$ cat src/rtl/timer_pkg.sv
// Shared definitions for the MM:SS countdown timer: state encoding, BCD digit
// limits and the preset sanitiser used on load.
package timer_pkg;

    localparam int DIGIT_W = 4;

    localparam logic [DIGIT_W-1:0] SEC_TENS_MAX = 4'd5;
    localparam logic [DIGIT_W-1:0] DIGIT_MAX    = 4'd9;

    typedef enum logic [1:0] {
        TMR_IDLE  = 2'd0,
        TMR_RUN   = 2'd1,
        TMR_PAUSE = 2'd2,
        TMR_DONE  = 2'd3
    } tmr_state_t;

    function automatic logic [DIGIT_W-1:0] clamp_digit(
        input logic [DIGIT_W-1:0] digit,
        input logic [DIGIT_W-1:0] max
    );
        return (digit > max) ? max : digit;
    endfunction

    // Out-of-range digits saturate instead of wrapping, so a bad preset
    // still produces a legal, countable MM:SS value.
    function automatic logic [4*DIGIT_W-1:0] sanitise_preset(
        input logic [4*DIGIT_W-1:0] preset
    );
        logic [4*DIGIT_W-1:0] clean;
        clean[15:12] = clamp_digit(preset[15:12], DIGIT_MAX);
        clean[11:8]  = clamp_digit(preset[11:8],  DIGIT_MAX);
        clean[7:4]   = clamp_digit(preset[7:4],   SEC_TENS_MAX);
        clean[3:0]   = clamp_digit(preset[3:0],   DIGIT_MAX);
        return clean;
    endfunction

endpackage

$ cat src/rtl/bcd_down_digit.sv
// One stage of the BCD decrement chain: subtracts the incoming borrow and
// wraps 0 to the digit's maximum, passing the borrow on to the next digit.
module bcd_down_digit
    import timer_pkg::*;
(
    input  logic [DIGIT_W-1:0] digit,
    input  logic [DIGIT_W-1:0] max,
    input  logic               borrow_in,
    output logic [DIGIT_W-1:0] digit_next,
    output logic               borrow_out
);

    always_comb begin
        digit_next = digit;
        borrow_out = 1'b0;
        if (borrow_in) begin
            if (digit == '0) begin
                digit_next = max;
                borrow_out = 1'b1;
            end else begin
                digit_next = digit - 1'b1;
            end
        end
    end

endmodule

$ cat src/rtl/countdown_timer.sv
// Loadable MM:SS countdown game timer held as four BCD digits, stepped by the
// rising edge of the 1 Hz level from the clock divisor.
module countdown_timer
    import timer_pkg::*;
#(
    parameter logic [7:0] INIT_MIN = 8'h03,
    parameter logic [7:0] INIT_SEC = 8'h00
) (
    input  logic        clk,
    input  logic        rst_n,
    input  logic        clk_one_sec,
    input  logic        load,
    input  logic [15:0] preset,
    input  logic        start,
    input  logic        pause,
    output logic [3:0]  min_tens,
    output logic [3:0]  min_ones,
    output logic [3:0]  sec_tens,
    output logic [3:0]  sec_ones,
    output logic        running,
    output logic        time_up
);

    localparam logic [15:0] INIT_VALUE = {INIT_MIN, INIT_SEC};

    tmr_state_t         state_reg;
    logic [DIGIT_W-1:0] digit_reg [4];
    logic [DIGIT_W-1:0] digit_dec [4];
    logic               prev_sec_reg;
    logic               running_reg;
    logic               time_up_reg;

    logic [4:0]         borrow_chain;
    logic               tick;
    logic               count_zero;
    logic               dec_zero;
    logic [15:0]        preset_clean;

    assign tick         = clk_one_sec & ~prev_sec_reg;
    assign preset_clean = sanitise_preset(preset);

    // Digit 0 is sec_ones, digit 3 is min_tens. The chain always subtracts
    // one; the state machine decides whether the result is taken.
    assign borrow_chain[0] = 1'b1;

    genvar gi;
    generate
        for (gi = 0; gi < 4; gi++) begin : g_digit
            localparam logic [DIGIT_W-1:0] MAX = (gi == 1) ? SEC_TENS_MAX : DIGIT_MAX;
            bcd_down_digit u_digit (
                .digit      (digit_reg[gi]),
                .max        (MAX),
                .borrow_in  (borrow_chain[gi]),
                .digit_next (digit_dec[gi]),
                .borrow_out (borrow_chain[gi+1])
            );
        end
    endgenerate

    // A borrow out of min_tens only happens when every digit is zero.
    assign count_zero = borrow_chain[4];
    assign dec_zero   = ({digit_dec[3], digit_dec[2], digit_dec[1], digit_dec[0]} == '0);

    always_ff @(posedge clk or negedge rst_n) begin
        if (!rst_n) begin
            state_reg    <= TMR_IDLE;
            prev_sec_reg <= 1'b0;
            running_reg  <= 1'b0;
            time_up_reg  <= 1'b0;
            for (int i = 0; i < 4; i++) begin
                digit_reg[i] <= INIT_VALUE[i*4 +: 4];
            end
        end else begin
            prev_sec_reg <= clk_one_sec;
            time_up_reg  <= 1'b0;

            case (state_reg)
                TMR_IDLE, TMR_PAUSE: begin
                    if (load) begin
                        for (int i = 0; i < 4; i++) begin
                            digit_reg[i] <= preset_clean[i*4 +: 4];
                        end
                        state_reg   <= TMR_IDLE;
                        running_reg <= 1'b0;
                    end else if (start) begin
                        if (count_zero) begin
                            state_reg   <= TMR_DONE;
                            time_up_reg <= 1'b1;
                        end else begin
                            state_reg   <= TMR_RUN;
                            running_reg <= 1'b1;
                        end
                    end
                end

                TMR_RUN: begin
                    if (pause) begin
                        state_reg   <= TMR_PAUSE;
                        running_reg <= 1'b0;
                    end else if (tick) begin
                        for (int i = 0; i < 4; i++) begin
                            digit_reg[i] <= digit_dec[i];
                        end
                        if (dec_zero) begin
                            state_reg   <= TMR_DONE;
                            running_reg <= 1'b0;
                            time_up_reg <= 1'b1;
                        end
                    end
                end

                TMR_DONE: begin
                    if (load) begin
                        for (int i = 0; i < 4; i++) begin
                            digit_reg[i] <= preset_clean[i*4 +: 4];
                        end
                        state_reg <= TMR_IDLE;
                    end
                end

                default: begin
                    state_reg   <= TMR_IDLE;
                    running_reg <= 1'b0;
                end
            endcase
        end
    end

    assign min_tens = digit_reg[3];
    assign min_ones = digit_reg[2];
    assign sec_tens = digit_reg[1];
    assign sec_ones = digit_reg[0];
    assign running  = running_reg;
    assign time_up  = time_up_reg;

endmodule

$ cat config.mk
export PLATFORM = sky130hd
export DESIGN_NAME = countdown_timer
export DESIGN_NICKNAME = d
export VERILOG_FILES = /design/src/rtl/timer_pkg.sv /design/src/rtl/bcd_down_digit.sv /design/src/rtl/countdown_timer.sv
export SDC_FILE = /design/constraint.sdc
export NUM_CORES = 1
export LEC_CHECK = 0
export CELL_PAD_IN_SITES_DETAIL_PLACEMENT = 1
export CELL_PAD_IN_SITES_GLOBAL_PLACEMENT = 1
export CORE_MARGIN = 2
export CORE_UTILIZATION = 25
export DETAILED_ROUTE_END_ITERATION = 12
export PLACE_DENSITY_LB_ADDON = 0.3
export SYNTH_ARGS = -nofsm -noshare
export SYNTH_HDL_FRONTEND = slang
export SYNTH_SLANG_ARGS = --single-unit
$ cat constraint.sdc
create_clock -name clk -period 5.8 [get_ports clk]
set_input_delay 0.87 -clock clk [delete_from_list [all_inputs] [get_ports clk]]
set_output_delay 0.87 -clock clk [all_outputs]
set_load 0.02 [all_outputs]
==> flow_summary.json <==
{
  "yosysUniqueCellTypes": 47,
  "peakVddDrop_mv": 0.167,
  "cts.clk_slew.worst_paths_ns": 0.08,
  "wire_per_inst_um": 16.6,
  "min_period_over_period_pct": 48.1,
  "holdBufCountCts": 0,
  "synth-edff-count": 0,
  "cp.arrival_ns": 2.97,
  "rsz0062_at_grt": "false",
  "synth_fa_ha_area_share_pct": 0,
  "fillers": 623,
  "cts-root-buf": "clkbuf_8",
  "synth-compound-area-share_pct": 28.1,
  "totalWireLength_um": 4310,
  "netlist.area_leader.share_pct": 35.8,
  "initial_core_util_pct": 26.0,
  "die_width_um": 76.9,
  "cts_resized": 0,
  "power_density_mw_per_mm2": 450,
  "syn_to_final_growth_pct": 38.6,
  "muxShareOfSynthArea_pct": 1.51,
  "synth_cells": 150,
  "fmax_mhz": 358,
  "skew_ns": 0.00354,
  "startpoint_type": "input pin",
  "cts_made_buffers": 3,
  "setup_viol": 0,
  "ys_ff_latch": 21,
  "drc": 0,
  "r2r_setup_slack_ns": 3.09,
  "ios": 40,
  "dpl.hpwl_um": 3260,
  "finalNetCount": 212,
  "power.total_uw": 827,
  "io_buffer_count": 39,
  "maxCapViolCount": 0,
  "cts_tree": "yes",
  "ys_top_cells_by_area": "dfrtp_1 (36%), o21ai_0 (5.7%), dfstp_2 (4.0%)",
  "drive_gt1_share_pct": 7.41,
  "drt-initial-drc-count": 54,
  "hold_viol": 0,
  "synth_area_per_cell_um2": 8.85,
  "grt_pass1_vias": 1473,
  "core_area_mm2": 0.00511,
  "antenna_cells": 0,
  "syn_area_mm2": 0.00133,
  "p_leak_uw": 0.000661,
  "ys_seq_area_share_pct": 39.8,
  "cts_buffer_depth": 2,
  "multi_input_area_um2": 756,
  "yosys.area_share.xor_xnor_pct": 0,
  "vias": 1378,
  "grt_max_degree": 29,
  "fp.dieArea_mm2": 0.00591,
  "die_y_um": 76.9,
  "tightest_slew_ns": 1.14,
  "grt_pass1_wl_um": 7290,
  "clk_latency_ns": 0.26,
  "seq_area_um2": 528,
  "htree_levels": 1,
  "ant_nets": 0,
  "syn-num-nets": 172,
  "rows": 26,
  "yosys_warnings": 0,
  "grt_util_all_layers_pct": 14.9,
  "synth_ff_type": "dfrtp_1",
  "period_minus_slack_ns": 2.79,
  "dr.pass1.iters": 4,
  "slew_violations": 0,
  "yosysTopAreaCell": "dfrtp_1",
  "postCtsSetupRepairBufs": 0,
  "async_flop_share_pct": 100,
  "antenna_found_initial": 0,
  "grt_remaining_overflow": 0,
  "hp-class": "register to register",
  "synth_top_family_by_area": "compound AO/OA/AOI/OAI gates",
  "crit_path_end_kind": "register",
  "gp_congestion": 0.856,
  "setup.worst_path.class": "input pin to register",
  "cts_sinks": 21,
  "cp_max_fo": 8,
  "slew_headroom_pct": 23.3,
  "vias_per_cell": 5.32,
  "crit_required_ns": 5.97,
  "yosys.area_share.simple_pct": 27.1,
  "status": "finished clean",
  "fin_setup_tns_ns": 0
}
[cell usage after synthesis, drive strengths merged, types with 4 or more instances]
| library cell | number |
|---|---|
| a21oi | 7 |
| nand2 | 8 |
| nor3 | 6 |
| nor2 | 12 |
| dfrtp | 19 |
| a31oi | 5 |
| inv | 7 |
| o21ai | 15 |
| nor4 | 6 |
| or4 | 5 |
| o21a | 4 |
[cells by family (layout without fill, tap and decap cells)]
family | Yosys count | in the layout
compound gates | 55 | 55
simple gates | 60 | 60
buf+inv | 12 | 51
flops | 21 | 21
mux | 2 | 2
[where the power goes]
| part | internal, uW | switching (uW) |
|---|---|---|
| registers | 207 | 87.1 |
| clock network | 49.0 | 49.8 |
| logic | 192 | 242 |
[final timing paths]
check                                               from                  endpoint  cells past startpoint
worst max-delay path                         clk_one_sec   min_tens[0]$_DFFE_PN0P_                      5
min in group asynchronous                          rst_n  state_reg[1]$_DFFE_PN0P_                      1
worst min-delay path             min_ones[0]$_DFFE_PN1P_   min_ones[0]$_DFFE_PN1P_                      1
max in group asynchronous                          rst_n   sec_ones[2]$_DFFE_PN0P_                      1
worst min register to register   min_ones[0]$_DFFE_PN1P_   min_ones[0]$_DFFE_PN1P_                      1
worst max register to register  state_reg[0]$_DFFE_PN0P_   min_tens[0]$_DFFE_PN0P_                      4
[critical path, stage by stage]
cell and delay [ns]:
clkdlybuf4s50_1 0.50, or3b_2 0.47, mux2i_1 0.62, o21ai_0 0.26, o22ai_1 0.24
[area by class of cell]
| class | count | share of cell area (%) |
|---|---|---|
| Clock buffer | 4 | 2.45 |
| Inverter | 7 | 1.43 |
| Multi-Input combinational cell | 117 | 41.1 |
| Sequential cell | 21 | 28.7 |
| Tap cell | 70 | 4.76 |
| Timing Repair Buffer | 40 | 21.6 |
[placed cells by master (no fill, tap or decap), types with 2 or more instances in the layout]
master,synthesis,routed
a31oi_1,5,5
clkbuf_8,0,3
a2bb2oi_1,2,2
nor3_1,6,6
o21ai_0,15,15
mux2i_1,2,2
clkdlybuf4s50_1,0,39
or2_2,2,2
or4_1,4,4
a32oi_1,3,3
o22ai_1,3,3
nand2b_1,2,2
nor2_1,12,12
or3_1,3,3
a21oi_1,7,7
nand2_1,8,8
o2bb2ai_1,3,3
nor3b_1,3,3
inv_1,7,7
nor4_1,5,5
dfstp_2,2,2
nand4_1,3,3
o22a_1,2,2
nor2b_1,3,2
o21a_1,4,4
dfrtp_1,19,19
[per-layer routing]
layer  part of all wire [%]  global-route usage, %  vias up
met2                     51                   25.8       27
met4                   0.39                   2.91        0
met5                      0                      0        -
met3                    3.1                   2.94        2
li1                       -                      -      659
met1                     46                   19.4      690
[metrics by stage]
step / hold slack (ns) / setup slack (ns) / std cells / utilization (%) / cell area, um2
floorplan: 0.556 / 3.65 / 150 / - / 1330
global placement: 0.530 / 2.86 / 255 / 35.2 / 1800
detailed placement: 0.536 / 2.77 / 255 / 35.2 / 1800
CTS: 0.549 / 2.98 / 259 / 36.0 / 1840
global route: 0.565 / 2.93 / 259 / 36.0 / 1840
finish: 0.549 / 3.01 / 259 / 36.0 / 1840
Note: power is estimated with default switching activity, not from simulation.
